[src/rtl/reg_file_writeback_pkg.sv]
// Shared types for the OTTER writeback stage: result select, load funct3 codes
// and the FIFO entry captured from MEM/WB.
package otter_wb_pkg;
  typedef enum logic [1:0] {
    SEL_ALU = 2'd0,
    SEL_MEM = 2'd1,
    SEL_PC4 = 2'd2,
    SEL_CSR = 2'd3
  } wb_sel_t;

  localparam logic [2:0] F3_LB  = 3'b000;
  localparam logic [2:0] F3_LH  = 3'b001;
  localparam logic [2:0] F3_LW  = 3'b010;
  localparam logic [2:0] F3_LBU = 3'b100;
  localparam logic [2:0] F3_LHU = 3'b101;

  localparam logic [1:0] FIFO_FULL = 2'd2;

  typedef struct packed {
    logic        regwrite;
    logic [4:0]  rd;
    wb_sel_t     sel;
    logic [2:0]  funct3;
    logic [1:0]  addr_lo;
    logic [31:0] alu;
    logic [31:0] mem;
    logic [31:0] pc;
    logic [31:0] csr;
  } wb_entry_t;
endpackage

[src/rtl/reg_file_writeback_if.sv]
// MEM/WB -> writeback handshake plus the register-file write port and status.
interface reg_file_writeback_if;
  logic        WB_IN_VALID;
  logic        WB_IN_READY;
  logic        WB_REGWRITE;
  logic [4:0]  WB_RD;
  logic [1:0]  WB_SEL;
  logic [2:0]  WB_FUNCT3;
  logic [1:0]  WB_ADDR_LO;
  logic [31:0] WB_ALU;
  logic [31:0] WB_MEM;
  logic [31:0] WB_PC;
  logic [31:0] WB_CSR;
  logic        WB_HOLD;
  logic [4:0]  RF_WA;
  logic [31:0] RF_WD;
  logic        RF_EN;
  logic        WB_PENDING;

  modport master (
    output WB_IN_VALID, WB_REGWRITE, WB_RD, WB_SEL, WB_FUNCT3, WB_ADDR_LO,
           WB_ALU, WB_MEM, WB_PC, WB_CSR, WB_HOLD,
    input  WB_IN_READY, RF_WA, RF_WD, RF_EN, WB_PENDING
  );

  modport slave (
    input  WB_IN_VALID, WB_REGWRITE, WB_RD, WB_SEL, WB_FUNCT3, WB_ADDR_LO,
           WB_ALU, WB_MEM, WB_PC, WB_CSR, WB_HOLD,
    output WB_IN_READY, RF_WA, RF_WD, RF_EN, WB_PENDING
  );
endinterface

[src/rtl/reg_file_writeback_load_extend.sv]
// Load formatter: picks byte/halfword/word out of the aligned memory word
// and sign- or zero-extends it according to funct3.
module load_extend
  import otter_wb_pkg::*;
(
  input  logic [31:0] i_mem,
  input  logic [1:0]  i_addr_lo,
  input  logic [2:0]  i_funct3,
  output logic [31:0] o_data
);
  logic [7:0]  w_byte;
  logic [15:0] w_half;

  always_comb begin
    w_byte = i_mem[7:0];
    case (i_addr_lo)
      2'd0: w_byte = i_mem[7:0];
      2'd1: w_byte = i_mem[15:8];
      2'd2: w_byte = i_mem[23:16];
      2'd3: w_byte = i_mem[31:24];
      default: w_byte = i_mem[7:0];
    endcase
    w_half = i_addr_lo[1] ? i_mem[31:16] : i_mem[15:0];
  end

  // Unknown funct3 codes fall back to a full-word load.
  always_comb begin
    o_data = i_mem;
    case (i_funct3)
      F3_LB:   o_data = {{24{w_byte[7]}}, w_byte};
      F3_LBU:  o_data = {24'd0, w_byte};
      F3_LH:   o_data = {{16{w_half[15]}}, w_half};
      F3_LHU:  o_data = {16'd0, w_half};
      default: o_data = i_mem;
    endcase
  end
endmodule

[src/rtl/reg_file_writeback.sv]
// Writeback stage: 2-entry FIFO from MEM/WB, result select/format on the head,
// and one registered register-file write per cycle.
module reg_file_writeback
  import otter_wb_pkg::*;
(
  input  logic                  WB_CLK,
  input  logic                  WB_RST_N,
  reg_file_writeback_if.slave   wb
);
  wb_entry_t   r_fifo [2];
  logic        r_head;
  logic        r_tail;
  logic [1:0]  r_count;
  logic        r_en;
  logic [4:0]  r_wa;
  logic [31:0] r_wd;

  wb_entry_t   w_in;
  wb_entry_t   w_head;
  logic        w_push;
  logic        w_pop;
  logic [31:0] w_load;
  logic [31:0] w_result;

  always_comb begin
    w_in.regwrite = wb.WB_REGWRITE;
    w_in.rd       = wb.WB_RD;
    w_in.sel      = wb_sel_t'(wb.WB_SEL);
    w_in.funct3   = wb.WB_FUNCT3;
    w_in.addr_lo  = wb.WB_ADDR_LO;
    w_in.alu      = wb.WB_ALU;
    w_in.mem      = wb.WB_MEM;
    w_in.pc       = wb.WB_PC;
    w_in.csr      = wb.WB_CSR;
  end

  assign wb.WB_IN_READY = (r_count != FIFO_FULL);
  assign w_push         = wb.WB_IN_VALID && wb.WB_IN_READY;
  assign w_pop          = !wb.WB_HOLD && (r_count != 2'd0);
  assign w_head         = r_fifo[r_head];

  // Entry storage carries no control meaning, so it needs no reset.
  always_ff @(posedge WB_CLK) begin
    if (w_push) r_fifo[r_tail] <= w_in;
  end

  always_ff @(posedge WB_CLK or negedge WB_RST_N) begin
    if (!WB_RST_N) begin
      r_head  <= 1'b0;
      r_tail  <= 1'b0;
      r_count <= 2'd0;
    end else begin
      if (w_push) r_tail <= ~r_tail;
      if (w_pop)  r_head <= ~r_head;
      case ({w_push, w_pop})
        2'b10:   r_count <= r_count + 2'd1;
        2'b01:   r_count <= r_count - 2'd1;
        default: r_count <= r_count;
      endcase
    end
  end

  load_extend u_load_extend (
    .i_mem     (w_head.mem),
    .i_addr_lo (w_head.addr_lo),
    .i_funct3  (w_head.funct3),
    .o_data    (w_load)
  );

  always_comb begin
    w_result = w_head.alu;
    case (w_head.sel)
      SEL_ALU: w_result = w_head.alu;
      SEL_MEM: w_result = w_load;
      SEL_PC4: w_result = w_head.pc + 32'd4;
      SEL_CSR: w_result = w_head.csr;
      default: w_result = w_head.alu;
    endcase
  end

  // x0 entries still pop and update WA/WD; only the enable is suppressed.
  always_ff @(posedge WB_CLK or negedge WB_RST_N) begin
    if (!WB_RST_N) begin
      r_en <= 1'b0;
      r_wa <= 5'd0;
      r_wd <= 32'd0;
    end else begin
      r_en <= w_pop && w_head.regwrite && (w_head.rd != 5'd0);
      if (w_pop) begin
        r_wa <= w_head.rd;
        r_wd <= w_result;
      end
    end
  end

  assign wb.RF_EN      = r_en;
  assign wb.RF_WA      = r_wa;
  assign wb.RF_WD      = r_wd;
  assign wb.WB_PENDING = (r_count != 2'd0) | r_en;
endmodule
[src/flat_wrapper.sv]
// flat-port wrapper written by rule: the top's interface ports become plain ports
module reg_file_writeback_flat import otter_wb_pkg::*;
  (WB_CLK, WB_RST_N, wb_WB_IN_VALID, wb_WB_REGWRITE, wb_WB_RD, wb_WB_SEL, wb_WB_FUNCT3, wb_WB_ADDR_LO, wb_WB_ALU, wb_WB_MEM, wb_WB_PC, wb_WB_CSR, wb_WB_HOLD, wb_WB_IN_READY, wb_RF_WA, wb_RF_WD, wb_RF_EN, wb_WB_PENDING);
  reg_file_writeback_if wb_i ();
  input  logic WB_CLK;
  input  logic WB_RST_N;
  input wire logic [$bits(wb_i.WB_IN_VALID)-1:0] wb_WB_IN_VALID;
  input wire logic [$bits(wb_i.WB_REGWRITE)-1:0] wb_WB_REGWRITE;
  input wire logic [$bits(wb_i.WB_RD)-1:0] wb_WB_RD;
  input wire logic [$bits(wb_i.WB_SEL)-1:0] wb_WB_SEL;
  input wire logic [$bits(wb_i.WB_FUNCT3)-1:0] wb_WB_FUNCT3;
  input wire logic [$bits(wb_i.WB_ADDR_LO)-1:0] wb_WB_ADDR_LO;
  input wire logic [$bits(wb_i.WB_ALU)-1:0] wb_WB_ALU;
  input wire logic [$bits(wb_i.WB_MEM)-1:0] wb_WB_MEM;
  input wire logic [$bits(wb_i.WB_PC)-1:0] wb_WB_PC;
  input wire logic [$bits(wb_i.WB_CSR)-1:0] wb_WB_CSR;
  input wire logic [$bits(wb_i.WB_HOLD)-1:0] wb_WB_HOLD;
  output wire logic [$bits(wb_i.WB_IN_READY)-1:0] wb_WB_IN_READY;
  output wire logic [$bits(wb_i.RF_WA)-1:0] wb_RF_WA;
  output wire logic [$bits(wb_i.RF_WD)-1:0] wb_RF_WD;
  output wire logic [$bits(wb_i.RF_EN)-1:0] wb_RF_EN;
  output wire logic [$bits(wb_i.WB_PENDING)-1:0] wb_WB_PENDING;
  assign wb_i.WB_IN_VALID = wb_WB_IN_VALID;
  assign wb_i.WB_REGWRITE = wb_WB_REGWRITE;
  assign wb_i.WB_RD = wb_WB_RD;
  assign wb_i.WB_SEL = wb_WB_SEL;
  assign wb_i.WB_FUNCT3 = wb_WB_FUNCT3;
  assign wb_i.WB_ADDR_LO = wb_WB_ADDR_LO;
  assign wb_i.WB_ALU = wb_WB_ALU;
  assign wb_i.WB_MEM = wb_WB_MEM;
  assign wb_i.WB_PC = wb_WB_PC;
  assign wb_i.WB_CSR = wb_WB_CSR;
  assign wb_i.WB_HOLD = wb_WB_HOLD;
  assign wb_WB_IN_READY = wb_i.WB_IN_READY;
  assign wb_RF_WA = wb_i.RF_WA;
  assign wb_RF_WD = wb_i.RF_WD;
  assign wb_RF_EN = wb_i.RF_EN;
  assign wb_WB_PENDING = wb_i.WB_PENDING;
  reg_file_writeback u_core (.WB_CLK(WB_CLK), .WB_RST_N(WB_RST_N), .wb(wb_i));
endmodule
[config.mk]
export PLATFORM = sky130hd
export DESIGN_NAME = reg_file_writeback_flat
export DESIGN_NICKNAME = d
export VERILOG_FILES = /design/src/rtl/reg_file_writeback_pkg.sv /design/src/rtl/reg_file_writeback_if.sv /design/src/rtl/reg_file_writeback_load_extend.sv /design/src/rtl/reg_file_writeback.sv /design/src/flat_wrapper.sv
export SDC_FILE = /design/constraint.sdc
export NUM_CORES = 1
export LEC_CHECK = 0
export BUFFER_PORTS_ARGS = -buffer_cell sky130_fd_sc_hd__buf_2
export CAP_MARGIN = 25
export CORE_MARGIN = 10
export CORE_UTILIZATION = 39
export CTS_CLUSTER_SIZE = 12
export DETAILED_ROUTE_END_ITERATION = 10
export RECOVER_POWER = 25
export SLEW_MARGIN = 20
export SYNTH_ARGS = -nofsm -noshare
export SYNTH_HDL_FRONTEND = slang
export SYNTH_HIERARCHICAL = 1
export SYNTH_SLANG_ARGS = --single-unit
[constraint.sdc]
create_clock -name WB_CLK -period 7.7 [get_ports WB_CLK]
set_input_delay 1.54 -clock WB_CLK [delete_from_list [all_inputs] [get_ports WB_CLK]]
set_output_delay 1.54 -clock WB_CLK [all_outputs]
set_load 0.03 [all_outputs]
==> reports/results.md <==
| Item | This run |
|---|---|
| Vias in the first global route | 8770 |
| Destination of the worst hold path | u_core/wb.RF_WD[2] |
| Worst hold path stage count | 2 |
| Critical path's largest stage delay | 0.84 ns |
| Launch instance of the worst min-delay path | u_core/wb.RF_WD[2] |
| Post-route cell area | 0.0162 sq mm |
| Most frequent cell after synthesis | edfxtp_1 |
| Avg Synthesized Cell Area | 14.6 sq um |
| Number of clock sinks | 324 |
| Worst setup path class | flip-flop to flip-flop |
| Worst Path Required | 8.04 ns |
| Basic-gate share of the synthesized area counting and, or, nand and nor cells | 7.14% |
| R2r worst-path depth | 9 |
| IO Count | 185 |
| Syn-to-layout area delta | 17.1% |
| Minimum clock period | 3.76 ns |
| Worst hold path type | flip-flop to flip-flop |
| Row count | 68 |
| Cell family with the largest share of critical-path delay | multiplexers |
| Max-Cap Viols | 0 |
| Clock tree from TritonCTS | done |
| R2r setup slk | 3.94 ns |
| Largest net degree at the start of global routing | 142 |
| Critical Path Source Type | flip-flop |
| Bufs and invs on worst path | 1 |
| Post-synth top area share | 61.1% |
| Fraction of power spent switching nets | 36.8% |
| Vias per Instance | 5.42 |
| Period Utilization, post-route | 48.9% |
| GPL Wtd Cong | 0.835 |
| Unrepaired setup endpoints after global routing | false |
| Root cell of the clock tree | clkbuf_16 |
| Parity-gate share of the synthesized area counting xor and xnor cells | 2.02% |
| Remaining global-route overflow | 0 |
| Starting utilization of the core area | 39.8% |
| Synth area leader | edfxtp_1 |
| Placeable core area | 0.0348 sq mm |
| Power density relative to cell area | 407 mW/mm^2 |
| Post-synth ARST share | 13.0% |
| Peak ir drop on the vdd network | 0.387 mV |
| Max Clock Skew | 0.0222 ns |
| Detail Placement HPWL | 26.1 mm |
| Die width | 209 microns |
| Cts hold-fix bufs | 0 |
| Die footprint | 0.0435 sq mm |
| Cell area after synthesis | 0.0139 sq mm |
| Cells traversed along the worst timing path | buf_4 -> mux2_2 -> mux4_2 -> and3b_1 -> a221o_1 -> o221ai_1 -> nor2_1 -> a21oi_1 -> o311ai_0 |
| Leakage power | 5.98 nW |
| Post-layout nets | 1273 |
| Hold Violations, Final | 0 |
| Adder-cell share of the synthesized area | 0.180% |
| Synthesized Nets | 1094 |
| Final-report max-slew violation count | 0 |
| Routed len/inst | 22.8 microns |
| Global routing usage summed across all routing layers | 16.1% |
| Relative contribution of combinational cells to total power | 35.7% |
| Largest fanout on the critical path | 45 |
| CP max stage cell | dfrtp_4 |
| Worst slew margin relative to its limit | 37.4% |
| Skew-Pair Late Insertion Delay | 0.52 ns |
| Number of routed nets with antenna violations | 0 |
| Initial antenna violation count | 3 |
| Mux cell area share after synthesis | 10.3% |
| Share of cells above drive strength 1 | 23.7% |
| Buffers inserted during post-CTS setup optimization | 0 |
| Wire length of the first global-routing pass | 54.0 mm |
| Predominant post-synthesis flop cell | edfxtp_1 |
| Dominant combinational cell family by area after synthesis | multiplexers |
| Placed standard-cell area | 0.0152 sq mm |
| Met2 routing resource usage after global routing | 26.0% |
| Initial DRC Count | 595 |
| Final WL | 36.5 mm |
| Setup-violating endpoint count in the final report | 0 |
| Portion of total power attributed to sequential cells | 40.5% |
| Number of buffers inserted during clock tree synthesis | 36 |
| Clk slew on worst S/H paths | 0.06 ns |
| Worst slack at placement | 3.96 ns |
| Worst path arrival time | 4.11 ns |
| Ant. Diodes | 0 |
| Busiest layer in global routing | met2 |
| Final worst slack | 3.94 ns |
| Maximum level of the CTS H-tree | 2 |
| Power consumption | 6.61 mW |
| Met3 usage in global routing | 4.00% |
| Largest cells by area after synthesis | edfxtp_1 (61%), dfrtp_1 (7.6%), mux2_2 (5.0%), mux2i_1 (4.9%), nand2_1 (2.6%) |
| Utilization after layout | 46.6% |
| Worst reg2reg startpoint | u_core/r_head |
| Buffers on Ports | 184 |
| Drt drc | 0 |
| Number of synthesized flops with an enable pin | 282 |
| End of the worst register-to-register path | u_core/wb.RF_WD[11] |
| Complex-gate fraction of the synthesized area | 9.76% |
| Number of instances resized during post-cts repair | 0 |
| Buffer levels on the longest clock path | 3 |
| Die Span Y | 209 microns |
| Fmax | 0.266 GHz |
| Switching pwr | 2.43 mW |
| Number of instances in the synthesized netlist | 947 |
| Leading cell types by count after synthesis | edfxtp_1 (282), nand2_1 (96), mux2i_1 (68), mux2_2 (62), o21ai_0 (57) |
| Vias after detailed routing | 8702 |
| Internal power summed over all cells | 4.18 mW |
| Number of distinct library cells after synthesis | 58 |
| Register bit count reported by yosys | 324 |
| Proportion of power drawn by the clock network | 23.8% |
| Run status | complete, no violations |
| Synth Warn # | 6 |
| Proportion of synthesized chip area in sequential cells | 68.7% |
| Pin slew with the least headroom to its limit | 0.939 ns |
| Endpoint kind of the worst setup timing path | flip-flop |
| Post-route setup TNS | 0 ns |
| Detailed-router iteration count before antenna repair | 5 |
| Global routing met1 resource utilization | 21.3% |
==> how the worst max path moves through the flow <==
stage / start / to / depth (start not counted)
floorplan: wb_WB_IN_VALID / u_core/r_fifo[0][0] / 2
global placement: u_core/r_head / u_core/wb.RF_WD[11] / 9
detailed placement: u_core/r_head / u_core/wb.RF_WD[10] / 9
CTS: u_core/r_head / u_core/wb.RF_WD[10] / 9
global route: u_core/r_head / u_core/wb.RF_WD[4] / 10
finish: u_core/r_head / u_core/wb.RF_WD[11] / 9
==> layer usage <==
layer  wire length (microns)  vias up  share of wire [%]
li1                        -     4039                  -
met1                   15800     4287                 43
met2                   17500      328                 48
met3                    2600       44                7.1
met4                     555        4                1.5
met5                      32        -              0.088
==> final cells by class <==
cell class              instances  area, sq um
fillers                      3113        18600
flip-flops and latches        324         9520
clock inverters                15          108
inverters                       6         22.5
well taps                     455          569
multi-input cells             564         4090
repair buffers                194          955
clock buffers                  48          966
==> worst reg2reg max path: cells and delay by family (launching register included) <==
family / cells / cell delay (ns)
buf+inv: 1 / 0.51
compound gates: 4 / 0.82
flops: 1 / 0.84
simple gates: 2 / 0.36
mux: 2 / 1.06
==> sequential cells by signal, indices dropped and copies added, names as in the netlist <==
register	cells
u_core/wb.RF_EN	1
u_core/r_tail	1
u_core/r_fifo	282
u_core/r_count	2
u_core/wb.RF_WA	5
u_core/wb.RF_WD	32
u_core/r_head	1
==> stage by stage <==
stage / hold WS [ns] / instances
global placement: 0.457 / 1543
floorplan: 0.476 / 947
finish: 0.473 / 1606
CTS: 0.479 / 1606
global route: 0.504 / 1606
detailed placement: 0.466 / 1543
==> cells by family after synthesis <==
kind of cell	count (synthesis)
compound gates	197
xor+xnor	32
fa+ha+maj	2
buf+inv	59
flops	324
mux	132
simple gates	201
==> placed cells by master, fill, tap and decap left out, types with 13 or more instances in the layout <==
cell	synthesis	layout
a211oi_1	13	13
a21o_1	17	17
a21oi_1	23	23
buf_2	15	138
clkbuf_1	31	55
clkbuf_16	0	36
dfrtp_1	42	41
edfxtp_1	282	282
mux2_2	62	62
mux2i_1	68	67
nand2_1	96	96
nand3_1	25	25
nor2_1	25	24
o21ai_0	57	57
o221ai_1	30	30
xnor2_1	19	19
xor2_1	13	13
==> power groups by stage <==
stage,logic [mW],registers [mW],clock network (mW)
after floorplan,1.52,2.84,0
after global placement,2.35,2.71,0
after detailed placement,2.37,2.71,0
after CTS,2.37,2.68,1.61
after global routing,2.54,2.73,1.69
final,2.36,2.68,1.58
(Power assumes the default switching activity.)
